**src/rtl/gpr_exec_unit_pkg.sv**
```systemverilog
// Shared definitions for the execute stage: instruction layout, opcodes, flag layout, FSM states.
package gpr_exec_unit_pkg;

    localparam int unsigned INSTR_W   = 32;
    localparam int unsigned REG_IDX_W = 5;
    localparam int unsigned FLAGS_W   = 4;

    localparam logic [4:0] OP_MOVSGPR = 5'd0;
    localparam logic [4:0] OP_MOV     = 5'd1;
    localparam logic [4:0] OP_ADD     = 5'd2;
    localparam logic [4:0] OP_SUB     = 5'd3;
    localparam logic [4:0] OP_MUL     = 5'd4;

    // rsrc2 overlays isrc[15:11] in register mode
    typedef struct packed {
        logic [4:0]  oper_type;
        logic [4:0]  rdst;
        logic [4:0]  rsrc1;
        logic        imm_mode;
        logic [15:0] isrc;
    } instr_t;

    typedef struct packed {
        logic sign;
        logic zero;
        logic carry;
        logic ovf;
    } flags_t;

    typedef enum logic {
        ST_IDLE,
        ST_MUL
    } state_t;

endpackage

```
**src/rtl/gpr_exec_unit_seq_multiplier.sv**
```systemverilog
// Radix-2 shift-add multiplier: one step per clock, DATA_W steps after start.
// done_c/product_c flag the final step combinationally so the caller can commit at that same edge.
module gpr_exec_unit_seq_multiplier #(
    parameter int unsigned DATA_W = 32
) (
    input  logic                  clk,
    input  logic                  rst,
    input  logic                  start,
    input  logic [DATA_W-1:0]     a,
    input  logic [DATA_W-1:0]     b,
    output logic                  busy,
    output logic                  done_c,
    output logic [2*DATA_W-1:0]   product_c
);
    localparam int unsigned CNT_W = $clog2(DATA_W);

    logic [DATA_W-1:0]   mcand;
    logic [2*DATA_W-1:0] acc;
    logic [CNT_W-1:0]    count;
    logic [DATA_W:0]     sum;

    // acc holds {partial high, remaining multiplier bits}; each step adds and shifts right
    always_comb begin
        sum       = {1'b0, acc[2*DATA_W-1:DATA_W]} + (acc[0] ? {1'b0, mcand} : '0);
        product_c = {sum, acc[DATA_W-1:1]};
        done_c    = busy && (count == CNT_W'(DATA_W - 1));
    end

    always_ff @(posedge clk or posedge rst) begin
        if (rst) begin
            busy  <= 1'b0;
            mcand <= '0;
            acc   <= '0;
            count <= '0;
        end else if (start) begin
            busy  <= 1'b1;
            mcand <= a;
            acc   <= {DATA_W'(0), b};
            count <= '0;
        end else if (busy) begin
            acc   <= product_c;
            count <= count + CNT_W'(1);
            if (done_c) begin
                busy <= 1'b0;
            end
        end
    end

endmodule

```
**src/rtl/gpr_exec_unit.sv**
```systemverilog
// Execute stage: GPR file, MOV/ADD/SUB/MUL datapath with a valid/ready issue handshake.
// Define EXEC_FLAGS_EN to build the {sign, zero, carry, overflow} flags register; otherwise flags = 0.
module gpr_exec_unit
    import gpr_exec_unit_pkg::*;
#(
    parameter int unsigned DATA_W  = 32,
    parameter int unsigned NUM_GPR = 32
) (
    input  logic                 clk,
    input  logic                 sys_rst,
    input  logic                 instr_valid,
    output logic                 instr_ready,
    input  logic [INSTR_W-1:0]   instr,
    output logic                 done,
    output logic                 illegal,
    output logic [DATA_W-1:0]    sgpr,
    output logic [FLAGS_W-1:0]   flags,
    input  logic [REG_IDX_W-1:0] dbg_addr,
    output logic [DATA_W-1:0]    dbg_data
);
    localparam int unsigned IDX_W = $clog2(NUM_GPR);
    localparam int unsigned CMP_W = REG_IDX_W + 1;

    instr_t               ins;
    state_t               state, state_next;
    logic [DATA_W-1:0]    gpr [NUM_GPR];
    logic [DATA_W-1:0]    op_a, op_b, alu_sum, alu_diff, wr_data, sgpr_next;
    logic [REG_IDX_W-1:0] rsrc2, wr_idx, mul_rdst;
    logic                 wr_en, sgpr_en, done_next, illegal_next, accept;
    logic                 mul_start, mul_busy, mul_done_c;
    logic [2*DATA_W-1:0]  mul_product_c;

    function automatic logic in_range(input logic [REG_IDX_W-1:0] idx);
        return {1'b0, idx} < CMP_W'(NUM_GPR);
    endfunction

    assign ins      = instr;
    assign rsrc2    = ins.isrc[15:11];
    assign accept   = instr_valid && instr_ready && !mul_busy;
    assign alu_sum  = op_a + op_b;
    assign alu_diff = op_a - op_b;

    // Register-file reads; out-of-range indices read as zero
    always_comb begin
        op_a     = '0;
        op_b     = DATA_W'(ins.isrc);
        dbg_data = '0;
        if (in_range(ins.rsrc1)) op_a = gpr[ins.rsrc1[IDX_W-1:0]];
        if (!ins.imm_mode) op_b = in_range(rsrc2) ? gpr[rsrc2[IDX_W-1:0]] : '0;
        if (in_range(dbg_addr)) dbg_data = gpr[dbg_addr[IDX_W-1:0]];
    end

    always_comb begin
        state_next   = state;
        wr_en        = 1'b0;
        wr_idx       = ins.rdst;
        wr_data      = '0;
        sgpr_en      = 1'b0;
        sgpr_next    = sgpr;
        done_next    = 1'b0;
        illegal_next = 1'b0;
        mul_start    = 1'b0;
        case (state)
            ST_IDLE: begin
                if (accept) begin
                    done_next = 1'b1;
                    case (ins.oper_type)
                        OP_MOVSGPR: begin wr_en = 1'b1; wr_data = sgpr;     end
                        OP_MOV:     begin wr_en = 1'b1; wr_data = op_b;     end
                        OP_ADD:     begin wr_en = 1'b1; wr_data = alu_sum;  end
                        OP_SUB:     begin wr_en = 1'b1; wr_data = alu_diff; end
                        OP_MUL: begin
                            done_next  = 1'b0;
                            mul_start  = 1'b1;
                            state_next = ST_MUL;
                        end
                        default: illegal_next = 1'b1;
                    endcase
                end
            end
            ST_MUL: begin
                if (mul_done_c) begin
                    wr_en      = 1'b1;
                    wr_idx     = mul_rdst;
                    wr_data    = mul_product_c[DATA_W-1:0];
                    sgpr_en    = 1'b1;
                    sgpr_next  = mul_product_c[2*DATA_W-1:DATA_W];
                    done_next  = 1'b1;
                    state_next = ST_IDLE;
                end
            end
            default: state_next = ST_IDLE;
        endcase
    end

    always_ff @(posedge clk or posedge sys_rst) begin
        if (sys_rst) begin
            state       <= ST_IDLE;
            instr_ready <= 1'b1;
            done        <= 1'b0;
            illegal     <= 1'b0;
            sgpr        <= '0;
            mul_rdst    <= '0;
            for (int unsigned i = 0; i < NUM_GPR; i++) gpr[i] <= '0;
        end else begin
            state       <= state_next;
            instr_ready <= (state_next == ST_IDLE);
            done        <= done_next;
            illegal     <= illegal_next;
            if (sgpr_en) sgpr <= sgpr_next;
            if (mul_start) mul_rdst <= ins.rdst;
            if (wr_en && in_range(wr_idx)) gpr[wr_idx[IDX_W-1:0]] <= wr_data;
        end
    end

    gpr_exec_unit_seq_multiplier #(.DATA_W(DATA_W)) u_mul (
        .clk       (clk),
        .rst       (sys_rst),
        .start     (mul_start),
        .a         (op_a),
        .b         (op_b),
        .busy      (mul_busy),
        .done_c    (mul_done_c),
        .product_c (mul_product_c)
    );

`ifdef EXEC_FLAGS_EN
    flags_t            flags_q, flags_d;
    logic [DATA_W-1:0] mul_lo, mul_hi;

    // ADD/SUB update at accept, MUL at its final step; everything else holds
    always_comb begin
        flags_d = flags_q;
        mul_lo  = mul_product_c[DATA_W-1:0];
        mul_hi  = mul_product_c[2*DATA_W-1:DATA_W];
        if (accept && ins.oper_type == OP_ADD) begin
            flags_d.sign  = alu_sum[DATA_W-1];
            flags_d.zero  = (alu_sum == '0);
            flags_d.carry = (alu_sum < op_a);
            flags_d.ovf   = (op_a[DATA_W-1] == op_b[DATA_W-1]) && (alu_sum[DATA_W-1] != op_a[DATA_W-1]);
        end else if (accept && ins.oper_type == OP_SUB) begin
            flags_d.sign  = alu_diff[DATA_W-1];
            flags_d.zero  = (alu_diff == '0);
            flags_d.carry = (op_a < op_b);
            flags_d.ovf   = (op_a[DATA_W-1] != op_b[DATA_W-1]) && (alu_diff[DATA_W-1] != op_a[DATA_W-1]);
        end else if (mul_done_c) begin
            flags_d.sign  = mul_lo[DATA_W-1];
            flags_d.zero  = (mul_lo == '0);
            flags_d.carry = (mul_hi != '0);
            flags_d.ovf   = (mul_hi != '0);
        end
    end

    always_ff @(posedge clk or posedge sys_rst) begin
        if (sys_rst) flags_q <= '0;
        else         flags_q <= flags_d;
    end

    assign flags = flags_q;
`else
    assign flags = 4'b0000;
`endif

endmodule
```
**config.mk**
```make
export PLATFORM = sky130hd
export DESIGN_NAME = gpr_exec_unit
export DESIGN_NICKNAME = d
export VERILOG_FILES = /design/src/rtl/gpr_exec_unit_pkg.sv /design/src/rtl/gpr_exec_unit_seq_multiplier.sv /design/src/rtl/gpr_exec_unit.sv
export SDC_FILE = /design/constraint.sdc
export NUM_CORES = 2
export LEC_CHECK = 0
export BUFFER_PORTS_ARGS = -buffer_cell sky130_fd_sc_hd__buf_2
export CELL_PAD_IN_SITES_DETAIL_PLACEMENT = 1
export CELL_PAD_IN_SITES_GLOBAL_PLACEMENT = 2
export CORE_MARGIN = 5
export CORE_UTILIZATION = 44
export CTS_CLUSTER_DIAMETER = 40
export CTS_CLUSTER_SIZE = 16
export DETAILED_ROUTE_END_ITERATION = 6
export HOLD_SLACK_MARGIN = 0.08
export PLACE_DENSITY_LB_ADDON = 0.15
export SLEW_MARGIN = 20
export SYNTH_ARGS = -nofsm -noshare
export SYNTH_HDL_FRONTEND = slang
export SYNTH_SLANG_ARGS = --single-unit
```
**constraint.sdc**
```tcl
create_clock -name clk -period 55.9 [get_ports clk]
set_input_delay 11.18 -clock clk [delete_from_list [all_inputs] [get_ports clk]]
set_output_delay 11.18 -clock clk [all_outputs]
set_load 0.02 [all_outputs]
```
==> metrics.md <==
| Metric | Value |
|---|---|
| RR Startpoint | gpr[32] |
| First-pass GRT wire length | 409000 µm |
| Max-Cap Viols | 0 |
| Min Clock Period, post-route | 27.16 ns |
| Status | finished, final reports clean |
| Hold Path Origin | u_mul.mcand[7] |
| Clock sink count | 1167 |
| CTS Buf Count | 213 |
| Clk slew on worst S/H paths | 0.05 ns |
| Max transition margin | 21.2% |
| Max frequency | 36.8 MHz |
| FF-to-FF setup slack | 48.61 ns |
| Post-synth EDFFs | 0 |
| CP max stage cell | buf_4 |
| Clock root buffer | clkbuf_16 |
| Area of the die | 0.169 mm² |
| Setup total negative slack | 0 ns |
| Row Count | 147 |
| DRT antenna net count | 0 |
| Ranking of synthesized cells by area | dfrtp_1 (41%), mux4_2 (27%), a21oi_1 (4.4%) |
| Die extent in x | 411 µm |
| Clock Tree Buf Depth | 3 |
| Fin crit share | 48.6% |
| Io pins | 111 |
| Largest delay share family, worst path | buffers and inverters |
| Post-Syn Area | 0.0708 mm² |
| Vias in the first global route | 57800 |
| Vias | 55900 |
| Post-DP HPWL | 169000 µm |
| Initial antenna violation count | 12 |
| Hold EP | u_mul.mcand[7] |
| Yosys warns | 0 |
| Syn Area/Cell | 11.3 µm² |
| Number of fill cells | 16500 |
| Most common cell after layout, fill and taps aside | dfrtp_1 |
| Tightest Pin Transition | 1.18 ns |
| Slew Viols, Final | 0 |
| Power per Cell Area | 32.5 mW/mm² |
| Final setup vio count | 0 |
| CP Data Arrival Time | 15.98 ns |
| RSZ-0062 raised after global routing | no |
| Starting DRC count in detailed routing | 5735 |
| CP Capture Type | primary output |
| Overall power | 2.62 mW |
| Hold/Removal Path Class | reg2reg |
| Synth area leader | dfrtp_1 |
| Peak VDD IR | 0.0000320 V |
| PortBufs | 106 |
| Post-CTS Setup Inserts | 0 |
| Clk Latency, worst-skew pair | 0.87 ns |
| GPL Wtd Cong | 0.873 |
| Reg2Reg Depth | 22 |
| Overall Global Routing Usage | 33.0% |
| Final wirelength | 278000 µm |
| CP cell instances | buf_8 > buf_4 > buf_6 > buf_4 > mux4_2 > mux4_2 > mux2_2 > buf_2 |
| Yosys reg bits | 1167 |
| Layout area overhead | 13.9% |
| Yosys cell types | 90 |
| GRT overflow | 0 |
| Post-route DRC | 0 |
| Core area | 0.160 mm² |
| Layout cells sized above 1 | 27.0% |
| Pleak | 33.9 nW |
| Req. time, crit path | 44.72 ns |
| Main flop type after synthesis | dfrtp_1 |
| Hold Violations, Final | 0 |
| RR Endpoint | gpr[991] |
| Register area share after synthesis | 41.3% |
| Worst setup SP type | primary input |
| Hold-fix buffers, CTS | 0 |
| Initial Utilization | 44.2% |
| Chip Height | 411 µm |
| Most frequent cells in the layout | dfrtp_1 (1165), mux4_2 (851), nor2_1 (705), nand2_1 (679), a21oi_1 (623) |
| Drt wl/cell | 32.9 µm |
| Crit path kind | in2out |
| Worst path bufs/invs | 5 |
| CP max stage delay | 0.85 ns |
| Post-Synthesis Cells | 6240 |
| TritonRoute pass-1 iters | 5 |
| Number of nets in the layout | 6217 |
| Final Skew | 0.0463 ns |
| Pin count of the biggest net entering global routing | 160 |
| CTS tree | yes |
| Vias per cell | 6.61 |
| Asr flop ratio synth | 100% |
| H-tree levels | 4 |
| Share of the synthesized area in the top cell type | 41.2% |
| Crit path max fanout | 79 |
| Resized cells post-CTS | 0 |
| Hold Path Cell Cnt | 2 |
==> flip-flops by register name, indices dropped and copies added, names as in the netlist, 5 cells and up <==
register     count
mul_rdst         5
u_mul.count      5
u_mul.mcand     32
sgpr            32
gpr           1024
u_mul.acc       64
==> cells in the mapped netlist, types with 5 or more instances <==
library cell,count
nor2b_1,22
buf_6,25
o22ai_1,32
xor2_1,41
or2_2,5
buf_1,69
a2111oi_0,6
a21oi_2,30
a21oi_1,627
ha_1,66
nand2_1,694
nand3_1,49
o32ai_1,5
a21o_1,28
a22o_1,34
buf_2,16
o21ai_0,537
o31ai_1,8
and2_1,43
a221oi_1,26
clkbuf_1,479
o21a_1,11
nand2b_1,21
nand4_1,9
a22oi_1,79
o21ai_1,26
a31oi_1,45
dfrtp_1,1166
buf_4,14
nand3b_1,5
a211oi_1,14
o21bai_1,11
mux2_2,66
inv_1,32
mux2i_1,151
nor2_1,726
nor3_1,15
xnor2_1,45
nor3b_1,6
and3_1,12
mux4_2,851
or3_1,7
==> worst reg2reg max path, cell delays in order, from the launching register on <==
cell      delay, ns
dfrtp_1        0.41
mux4_2         0.50
a22oi_1        0.25
a21oi_1        0.18
nor3b_4        0.68
ha_1           0.29
and3_1         0.29
nand4_1        0.32
o31ai_1        0.39
xor2_1         0.13
ha_1           0.43
nand3_1        0.11
nor2_1         0.22
nand2_1        0.08
or3_1          0.32
a21oi_1        0.39
o211ai_1       0.32
o21ai_0        0.43
a221oi_1       0.22
xnor2_1        0.21
a221oi_4       0.26
buf_4          0.52
a21oi_1        0.19
==> cell type report <==
| cell class | instances | area, µm² | share of cell area, % |
|---|---|---|---|
| Antenna cell | 7 | 17.5 | 0.0217 |
| Clock buffer | 254 | 5760 | 7.14 |
| Clock inverter | 145 | 1610 | 2.00 |
| Inverter | 34 | 135 | 0.168 |
| Multi-Input combinational cell | 4432 | 39400 | 48.8 |
| Sequential cell | 1167 | 29200 | 36.2 |
| Tap cell | 2160 | 2700 | 3.35 |
| Timing Repair Buffer | 261 | 1840 | 2.28 |
==> kinds of logic (layout without fill, tap and decap cells) <==
kind of cell             count (synthesis)  in the layout  synth area share [%]
AND/OR/NAND/NOR                       1639           1639                  9.52
AO/OA/AOI/OAI                         1564           1564                  12.6
flip-flops                            1167           1167                  41.3
multiplexers                          1071           1071                  30.4
buffers and inverters                  644            694                  3.92
XOR/XNOR                                86             86                  1.06
adder cells (fa/ha/maj)                 68             68                  1.22
other                                    1             11               0.00530
==> metal layers <==
metal	up-vias	global-route usage, %	routed length, µm
li1	23100	-	-
met1	29700	45.3	115000
met2	2511	50.4	125000
met3	577	8.89	26600
met4	0	12.5	11700
met5	-	0	0
==> metrics by stage <==
step                      hold slack, ns  area [µm²]  util [%]  instances  worst slack, ns
final                              0.462       80600      50.3       8460            28.74
after global routing               0.482       80600      50.3       8454            28.32
after CTS                          0.468       80600      50.3       8453            28.30
after detailed placement           0.455       73200      45.7       8054            28.30
after global placement             0.451       73200      45.7       8053            28.44
after floorplan                    0.438       70800         -       6243            11.85
==> report_power, final <==
part	total, mW	leakage, nW	internal, mW	switching, mW
clock network	1.33	3.54	0.832	0.499
registers	0.958	16.0	0.901	0.0567
logic	0.333	14.4	0.138	0.194
total	2.62	33.9	1.87	0.750
==> worst max path at each step <==
| stage | from | cells past startpoint | slack (ns) | endpoint |
|---|---|---|---|---|
| 2_1_floorplan | sys_rst | 1 | 11.85 | done |
| 3_3_place_gp | dbg_addr[0] | 8 | 28.44 | dbg_data[27] |
| 3_5_place_dp | dbg_addr[0] | 8 | 28.30 | dbg_data[27] |
| 4_1_cts | dbg_addr[0] | 8 | 28.30 | dbg_data[27] |
| 5_1_grt | dbg_addr[0] | 8 | 28.32 | dbg_data[27] |
| 6_report | dbg_addr[0] | 8 | 28.74 | dbg_data[27] |
Note: power is estimated with default switching activity, not from simulation.
